$ cat src/rtl/mux_scan_pkg.sv
// mux_scan_pkg
//   Shared types and constants for the mux scan sequencer.
//   - state_t    : sequencer FSM encoding (IDLE / SCAN / HOLD)
//   - SETTLE_MAX : largest supported settle time in cycles
//   - CNT_W      : width of the settle counter
package mux_scan_pkg;

  typedef enum logic [1:0] {
    IDLE = 2'b00,
    SCAN = 2'b01,
    HOLD = 2'b10
  } state_t;

  localparam int unsigned SETTLE_MAX = 15;
  localparam int unsigned CNT_W      = 4;

endpackage

$ cat src/rtl/mux_settle_cnt.sv
// mux_settle_cnt
//   Settle-window counter. Counts while enabled and wraps to zero on the
//   cycle it reaches SETTLE; done_o flags that final cycle of the window.
// Ports
//   clk_i   : clock, rising edge
//   rstn_i  : synchronous active-low reset
//   clr_i   : synchronous clear (takes priority over en_i)
//   en_i    : advance the counter
//   done_o  : counter currently equals SETTLE
module mux_settle_cnt
  import mux_scan_pkg::*;
#(
  parameter int unsigned SETTLE = 1
) (
  input  logic clk_i,
  input  logic rstn_i,
  input  logic clr_i,
  input  logic en_i,
  output logic done_o
);

  localparam logic [CNT_W-1:0] SETTLE_C = CNT_W'(SETTLE);

  logic [CNT_W-1:0] cnt_q;
  logic [CNT_W-1:0] cnt_d;

  // next count: clear, wrap at SETTLE, or increment
  always_comb begin
    cnt_d = cnt_q;
    if (clr_i) begin
      cnt_d = '0;
    end else if (en_i) begin
      if (cnt_q == SETTLE_C) begin
        cnt_d = '0;
      end else begin
        cnt_d = cnt_q + CNT_W'(1);
      end
    end else begin
      cnt_d = cnt_q;
    end
  end

  // counter register
  always_ff @(posedge clk_i) begin
    if (!rstn_i) begin
      cnt_q <= '0;
    end else begin
      cnt_q <= cnt_d;
    end
  end

  assign done_o = (cnt_q == SETTLE_C);

endmodule

$ cat src/rtl/mux_scan_ctrl.sv
// mux_scan_ctrl
//   Sweeps the select of an external bit mux over inputs 0..N_IN-1, holds
//   each select for SETTLE+1 cycles, samples mux_y at the end of each window
//   and presents the assembled word on a valid/ready handshake.
// Ports
//   clk        : clock, rising edge
//   rstn       : synchronous active-low reset
//   start      : scan request, accepted only when idle
//   busy       : high while scanning or holding a word
//   sel        : select driven to the mux
//   mux_y      : mux output
//   out_data   : bit i = mux_y sampled while sel == i
//   out_valid  : word available
//   out_ready  : downstream accepts when out_valid && out_ready
//   out_parity : ^out_data (only when MUX_SCAN_PARITY_EN is defined)
// Configuration
//   MUX_SCAN_PARITY_EN : adds the registered out_parity output.
module mux_scan_ctrl
  import mux_scan_pkg::*;
#(
  parameter int unsigned N_IN   = 4,
  parameter int unsigned SEL_W  = 2,
  parameter int unsigned SETTLE = 1
) (
  input  logic             clk,
  input  logic             rstn,
  input  logic             start,
  output logic             busy,
  output logic [SEL_W-1:0] sel,
  input  logic             mux_y,
  output logic [N_IN-1:0]  out_data,
  output logic             out_valid,
`ifdef MUX_SCAN_PARITY_EN
  output logic             out_parity,
`endif
  input  logic             out_ready
);

  localparam logic [SEL_W-1:0] SEL_LAST = SEL_W'(N_IN - 1);

  state_t           state_q, state_d;
  logic [SEL_W-1:0] sel_q, sel_d;
  logic [N_IN-1:0]  data_q, data_d;
  logic             valid_q, valid_d;
  logic             busy_q, busy_d;
  logic             parity_q, parity_d;
  logic             cnt_clr_s;
  logic             cnt_en_s;
  logic             settle_done_s;

  mux_settle_cnt #(
    .SETTLE (SETTLE)
  ) u_settle_cnt (
    .clk_i  (clk),
    .rstn_i (rstn),
    .clr_i  (cnt_clr_s),
    .en_i   (cnt_en_s),
    .done_o (settle_done_s)
  );

  // next-state, select, capture and handshake logic
  always_comb begin
    state_d   = state_q;
    sel_d     = sel_q;
    data_d    = data_q;
    valid_d   = valid_q;
    busy_d    = busy_q;
    parity_d  = parity_q;
    cnt_clr_s = 1'b0;
    cnt_en_s  = 1'b0;
    case (state_q)
      IDLE: begin
        if (start) begin
          state_d   = SCAN;
          sel_d     = '0;
          data_d    = '0;
          busy_d    = 1'b1;
          cnt_clr_s = 1'b1;
        end else begin
          state_d = IDLE;
        end
      end
      SCAN: begin
        cnt_en_s = 1'b1;
        if (settle_done_s) begin
          for (int i = 0; i < int'(N_IN); i++) begin
            if (sel_q == SEL_W'(i)) begin
              data_d[i] = mux_y;
            end
          end
          // last input: stop the sweep at N_IN-1 rather than wrapping through unused codes
          if (sel_q == SEL_LAST) begin
            state_d  = HOLD;
            sel_d    = '0;
            valid_d  = 1'b1;
            parity_d = ^data_d;
          end else begin
            sel_d = sel_q + SEL_W'(1);
          end
        end else begin
          sel_d = sel_q;
        end
      end
      HOLD: begin
        if (out_ready) begin
          state_d = IDLE;
          valid_d = 1'b0;
          busy_d  = 1'b0;
        end else begin
          state_d = HOLD;
        end
      end
      default: begin
        state_d = IDLE;
        sel_d   = '0;
        valid_d = 1'b0;
        busy_d  = 1'b0;
      end
    endcase
  end

  // state and output registers
  always_ff @(posedge clk) begin
    if (!rstn) begin
      state_q  <= IDLE;
      sel_q    <= '0;
      data_q   <= '0;
      valid_q  <= 1'b0;
      busy_q   <= 1'b0;
      parity_q <= 1'b0;
    end else begin
      state_q  <= state_d;
      sel_q    <= sel_d;
      data_q   <= data_d;
      valid_q  <= valid_d;
      busy_q   <= busy_d;
      parity_q <= parity_d;
    end
  end

  assign busy      = busy_q;
  assign sel       = sel_q;
  assign out_data  = data_q;
  assign out_valid = valid_q;

`ifdef MUX_SCAN_PARITY_EN
  assign out_parity = parity_q;
`else
  logic unused_parity_s;
  assign unused_parity_s = parity_q;
`endif

endmodule
$ cat config.mk
export PLATFORM = sky130hd
export DESIGN_NAME = mux_scan_ctrl
export DESIGN_NICKNAME = d
export VERILOG_FILES = /design/src/rtl/mux_scan_pkg.sv /design/src/rtl/mux_settle_cnt.sv /design/src/rtl/mux_scan_ctrl.sv
export SDC_FILE = /design/constraint.sdc
export NUM_CORES = 1
export LEC_CHECK = 0
export CAP_MARGIN = 5
export CORE_AREA = 2 2 39 41
export DETAILED_ROUTE_END_ITERATION = 12
export DIE_AREA = 0 0 41 43
export DONT_BUFFER_PORTS = 1
export GPL_TIMING_DRIVEN = 0
export MAX_ROUTING_LAYER = met4
export PLACE_DENSITY_LB_ADDON = 0.15
export SYNTH_ARGS = -nofsm -noshare
export SYNTH_HDL_FRONTEND = slang
export SYNTH_HIERARCHICAL = 1
export SYNTH_SLANG_ARGS = --single-unit
$ cat constraint.sdc
create_clock -name clk -period 1.6 [get_ports clk]
set_input_delay 0.24 -clock clk [delete_from_list [all_inputs] [get_ports clk]]
set_output_delay 0.24 -clock clk [all_outputs]
set_load 0.005 [all_outputs]
==> qor.csv, run 1 <==
stage;metric;value;unit
sta;finalSetupViolations;0;
clocking;clock_latency;0.28;ns
critical_path;r2r_start;u_settle_cnt/cnt_q[0];
place;dp_hpwl;882;um
sta;period_needed;1.40;ns
die;die_w;41;um
critical_path;critical_path_class;reg -> reg;
synthesis;synth_edf_count;0;
finish;multi_input_area;353;um2
global_route;globalRouteOverflowTotal;0;
clocking;cts_root_buffer;clkbuf_4;
sta;rsz0062_at_grt;no;
sta;hold_viol;0;
finish;seq_area;280;um2
route;postRouteAntennaNets;0;
synthesis;synth_common_cells;14 x dfxtp_1, 7 x nand2_1, 7 x nor2_1, 5 x a31oi_1;
global_route;use_met2;23.1;%
clocking;clk_path_buf_depth;2;
synthesis;synth.area.top_cells;dfxtp_1 43%, ha_1 7.7%, mux2i_1 6.1%, a31oi_1 4.8%, nand2_1 4.0%;
clocking;cts_buffers;3;
route;route.vias.total;499;
critical_path;critPathArrivalTime;1.57;ns
route;vias_per_cell;5.54;
route;post-route-drc-count;0;
synthesis;synth_top_cell_area_share;42.9;%
finish;syn2layout_area_growth;8.62;%
synthesis;synth_top_area_cell;dfxtp_1;
sta;fin_crit_sh;87.6;%
power;p_total;683;uW
place;portBuffers;0;
finish;n_antenna_cell;0;
global_route;grt_pass1_wl;1950;um
synthesis;synth_warnings;6;
die;die_y;43;um
clocking;holdBufCountCts;0;
global_route;grt-busiest-layer;met2;
power;power_per_cell_area;963;nW/um2
synthesis;async_flop_share;0;%
status;status;complete, no violations;
clocking;cts-resized-gates;0;
synthesis;synth-seq-cells;14;
synthesis;seq_area_frac_synth;42.9;%
min_path;min_path_type;in -> reg;
flow_run;drv_cap;0;
clocking;clk_pin_slew;0.09;ns
critical_path;end_kind;flip-flop;
critical_path;crit_start;u_settle_cnt/cnt_q[0];
finish;finish.utilization;51.3;%
global_route;met3_usage;5.24;%
power;p_leak;0.000273;uW
synthesis;ys_types;28;
sta;skew;0.00557;ns
min_path;holdCritStartpoint;rstn;
synthesis;synth_area;653;um2
clocking;post-cts-setup-buffers;0;
route;firstDrtPassIters;4;
sta;slew_headroom;70.6;%
sta;tightest_slew;0.438;ns
synthesis;avgSynthCellArea;9.33;um2
synthesis;syn-num-nets;79;
global_route;grt.met1_usage;20.5;%
die;initial_core_util;47.2;%
finish;drive_above_1_share;12.2;%
synthesis;ys.flop_type;dfxtp_1;
die;io_pins;13;
clocking;htreeDepth;1;
sta;setup-tns-final;0;ns
critical_path;critPathMaxFanout;9;
power;ir_drop;0.000489;V
sta;slew_violations;0;
clocking;cts_sinks;14;
global_route;grt_max_degree;13;
die;rows;14;
global_route;track_usage;16.7;%
finish;nets;84;
global_route;grt_pass1_vias;472;
synthesis;syn_inst;70;
sta;fmax;713;MHz
route;first_iter_violations;13;
critical_path;setup.worst_path.start_class;flip-flop;
route;wire_per_inst;13.3;um
critical_path;required;1.77;ns
finish;num-fill-cells;130;
global_route;grt_antenna_before_repair;0;
place;gp_congestion;0.721;
synthesis;yosysMostFrequentCell;dfxtp_1;
die;core-area;1380;um2
route;wirelength;1200;um
die;die-area;1760;um2
clocking;cts_tree;yes;
==> through the flow <==
step	instance area [um2]	hold WS, ns	cells	worst slack [ns]
6_report	709	0.183	90	0.198
5_1_grt	709	0.180	90	0.0851
4_1_cts	709	0.186	90	0.176
3_5_place_dp	673	0.479	86	0.206
3_3_place_gp	673	0.469	86	0.197
2_1_floorplan	653	0.437	70	0.348
==> placed cells by master (no fill, tap or decap), types with 2 or more instances in the layout <==
master and count:
nor2_1 7, clkbuf_4 3, mux2i_1 4, a31oi_1 5, nand3_1 2, inv_1 2, a21oi_1 3, nand2_1 7
dfxtp_1 14, ha_1 4, xor2_1 2, a32o_1 2, nor2b_1 2
==> registers in the layout, indices dropped and copies added (netlist names) <==
register / flops
out_data: 4
u_settle_cnt/cnt_q: 4
sel: 2
state_q: 2
busy: 1
out_valid: 1
==> critical path, cell delays in order (launching register included) <==
cell,delay [ns]
dfxtp_1,0.40
nor4b_1,0.25
buf_2,0.25
o22ai_1,0.13
a32o_1,0.26
==> per-layer routing <==
layer / vias to the layer above / part of all wire (%)
met5: - / 0
met3: 2 / 4.9
met4: 0 / 1.2
met1: 237 / 48
met2: 5 / 45
li1: 255 / -
==> final cells by class <==
| class | count | share of cell area (%) |
|---|---|---|
| Sequential cell | 14 | 39.5 |
| Tap cell | 16 | 2.82 |
| Inverter | 3 | 1.59 |
| Multi-Input combinational cell | 51 | 49.7 |
| Buffer | 2 | 1.23 |
| Clock buffer | 4 | 5.11 |
==> power breakdown <==
group	total (uW)	switching [uW]	internal [uW]
clock	252	114	138
sequential	369	10.8	358
combinational	61.6	37.0	24.6
total	683	162	521
==> kinds of logic (layout without fill, tap and decap cells) <==
logic type / after synthesis / in the layout / share of synthesized area, %
muxes: 4 / 4 / 6.13
buffers and inverters: 5 / 9 / 3.06
xor gates and xnor gates: 3 / 3 / 4.02
AOI/OAI and AO/OA: 14 / 14 / 14.4
DFF: 14 / 14 / 42.9
adders and majority gates: 4 / 4 / 7.66
and+or+nand+nor: 26 / 26 / 21.8
==> worst paths after layout <==
path / cells after the start / endpoint / slack, ns
max: 4 / sel[1] / 0.20
min: 2 / u_settle_cnt/cnt_q[1] / 0.18
max reg2reg: 4 / sel[1] / 0.20
min reg2reg: 2 / out_data[2] / 0.48
(Power assumes the default switching activity.)
==> inputs of run 2 (changes only) <==
- ABC_CLOCK_PERIOD_IN_PS: unset -> 1600
==> results of run 2 <==
No change in the layout: final DEF, timing and power equal those of run 1.
==> inputs of run 3 (changes only) <==
- ABC_AREA: unset -> 1
- CORE_AREA: 2 2 39 41 -> unset
- CORE_MARGIN: unset -> 2
- CORE_UTILIZATION: unset -> 59
- DIE_AREA: 0 0 41 43 -> unset
==> qor.csv, run 3 <==
stage;metric;value;unit
die;rows;13;
clocking;holdBufCountCts;0;
clocking;clock_latency;0.27;ns
power;p_seq_share;48.1;%
sta;hold_viol;0;
power;switchingPower;245;uW
synthesis;syn_inst;118;
synthesis;yosysMostFrequentCell;nand2_1;
die;die-area;1650;um2
route;route.vias.total;656;
global_route;grt_pass1_wl;2270;um
power;p_comb_share;21.5;%
sta;skew;0.00142;ns
critical_path;critPathArrivalTime;1.59;ns
synthesis;synth_area;792;um2
sta;tightest_slew;0.354;ns
synthesis;ys_types;22;
die;die_w;40.6;um
synthesis;seq_area_frac_synth;35.4;%
critical_path;path_common_cell;nor2_1;
synthesis;synth_top_cell_area_share;35.4;%
place;portBuffers;0;
status;status;complete, no violations;
route;first_iter_violations;14;
critical_path;end_kind;flip-flop;
synthesis;synth_common_cells;28 x nand2_1, 16 x nor2_1, 14 x dfxtp_1, 14 x inv_1, 12 x a21oi_1;
clocking;post-cts-setup-buffers;0;
synthesis;syn-num-nets;127;
die;io_pins;13;
place;gp_congestion;0.695;
finish;nets;132;
finish;final_cell_mix;28 x nand2_1, 16 x nor2_1, 14 x inv_1, 14 x dfxtp_1, 12 x a21oi_1;
sta;setup-tns-final;0;ns
power;ir_drop;0.000663;V
global_route;grt_max_degree;11;
power;switching_share;29.6;%
power;p_clk_share;30.4;%
route;wirelength;1430;um
critical_path;critPathMaxFanout;5;
clocking;clk_pin_slew;0.08;ns
clocking;clk_path_buf_depth;2;
synthesis;synth_edf_count;0;
synthesis;avgSynthCellArea;6.71;um2
critical_path;required;1.78;ns
finish;drive_above_1_share;14.8;%
power;p_leak;0.000401;uW
global_route;grt_pass1_vias;585;
sta;fmax;708;MHz
power;internal-power;582;uW
route;firstDrtPassIters;4;
synthesis;synth.area.top_cells;dfxtp_1 35%, nand2_1 13%, a21oi_1 7.6%, nor2_1 7.6%, inv_1 6.6%;
synthesis;synth_warnings;6;
finish;final_common_cell;nand2_1;
clocking;cts_buffers;3;
flow_run;drv_cap;0;
clocking;cts_tree;yes;
finish;syn2layout_area_growth;6.95;%
critical_path;crit_family;simple AND/OR/NAND/NOR gates;
sta;slew_violations;0;
global_route;grt_antenna_before_repair;0;
finish;n_antenna_cell;0;
sta;fin_crit_sh;88.3;%
synthesis;ys.flop_type;dfxtp_1;
synthesis;async_flop_share;0;%
power;power_per_cell_area;977;nW/um2
route;postRouteAntennaNets;0;
critical_path;critical_path_class;reg -> reg;
global_route;track_usage;22.1;%
die;initial_core_util;61.6;%
route;wire_per_inst;10.4;um
die;core-area;1280;um2
finish;num-fill-cells;113;
critical_path;crit_chain;or2_1 -> nor2_1 -> clkinv_1 -> o21ai_2 -> nand3_1 -> nand2_1 -> nor2_1;
route;post-route-drc-count;0;
critical_path;slowest_stage;dfxtp_1;
sta;period_needed;1.41;ns
global_route;globalRouteOverflowTotal;0;
critical_path;crit_start;u_settle_cnt/cnt_q[2];
min_path;min_path_type;in -> reg;
sta;finalSetupViolations;0;
critical_path;r2r_start;u_settle_cnt/cnt_q[2];
clocking;htreeDepth;1;
sta;rsz0062_at_grt;no;
critical_path;path_buf_inv;1;
die;die_y;40.6;um
sta;slew_headroom;76.4;%
finish;finish.utilization;65.9;%
critical_path;setup.worst_path.start_class;flip-flop;
synthesis;synth_top_area_cell;dfxtp_1;
critical_path;slowest_delay;0.32;ns
synthesis;synth-seq-cells;14;
route;vias_per_cell;4.79;
clocking;cts_root_buffer;clkbuf_4;
clocking;cts-resized-gates;0;
clocking;cts_sinks;14;
min_path;holdCritStartpoint;start;
place;dp_hpwl;1100;um
## run 3: cell count changes after synthesis, moves of 3 or more
cell	previous run	this run
a21oi_1	3	12
a31oi_1	5	0
inv_1	2	14
mux2i_1	4	0
nand2_1	7	28
nand2_2	0	3
nor2_1	7	16
nor2_2	0	3
o21ai_1	0	3
## run 3: worst paths after layout
path	endpoint	slack, ns	cells after the start
setup / recovery	out_data[3]	0.19	7
hold / removal	busy	0.17	2
setup reg to reg	out_data[3]	0.19	7
hold reg to reg	out_valid	0.47	2
## run 3: cells by family after synthesis
| family | count (synthesis) | share of synthesized area, % |
|---|---|---|
| DFF | 14 | 35.4 |
| buffers and inverters | 23 | 12.6 |
| and+or+nand+nor | 60 | 34.4 |
| AOI/OAI and AO/OA | 17 | 11.2 |
| adders and majority gates | 4 | 6.32 |
## run 3: power by group through the flow
stage / combinational [uW] / sequential (uW) / clock [uW]
4_1_cts: 177 / 399 / 262
2_1_floorplan: 152 / 402 / 0
6_report: 178 / 398 / 252
3_5_place_dp: 176 / 407 / 0
5_1_grt: 201 / 404 / 281
3_3_place_gp: 174 / 405 / 0
## run 3: worst register-to-register path: stages (launching register included)
cell and delay (ns):
dfxtp_1 0.32, or2_1 0.24, nor2_1 0.14, clkinv_1 0.15
o21ai_2 0.24, nand3_1 0.11, nand2_1 0.07, nor2_1 0.04
## run 3: cell type report
class,instances,area (um2),share of cell area [%]
well taps,15,18.8,2.22
multi-input cells,81,412,48.6
inverters,20,77.6,9.16
flip-flops and latches,14,280,33.1
clock buffers,4,36.3,4.28
plain buffers,3,22.5,2.66
## run 3: per-layer routing
| layer | share of wire, % | GRT usage, % | vias up |
|---|---|---|---|
| li1 | - | - | 374 |
| met1 | 48 | 21.9 | 274 |
| met2 | 48 | 39.3 | 6 |
| met3 | 2.9 | 6.52 | 2 |
| met4 | 1.3 | 10.0 | 0 |
| met5 | 0 | - | - |
## run 3: through the flow
step           setup WS, ns  hold WS [ns]  instance area (um2)  power [uW]  instances
2_1_floorplan         0.335         0.429                  792         554        118
3_3_place_gp          0.215         0.450                  811         580        133
3_5_place_dp          0.204         0.457                  811         583        133
4_1_cts               0.189         0.154                  847         838        137
5_1_grt              0.0885         0.177                  847         886        137
6_report              0.188         0.169                  847         827        137
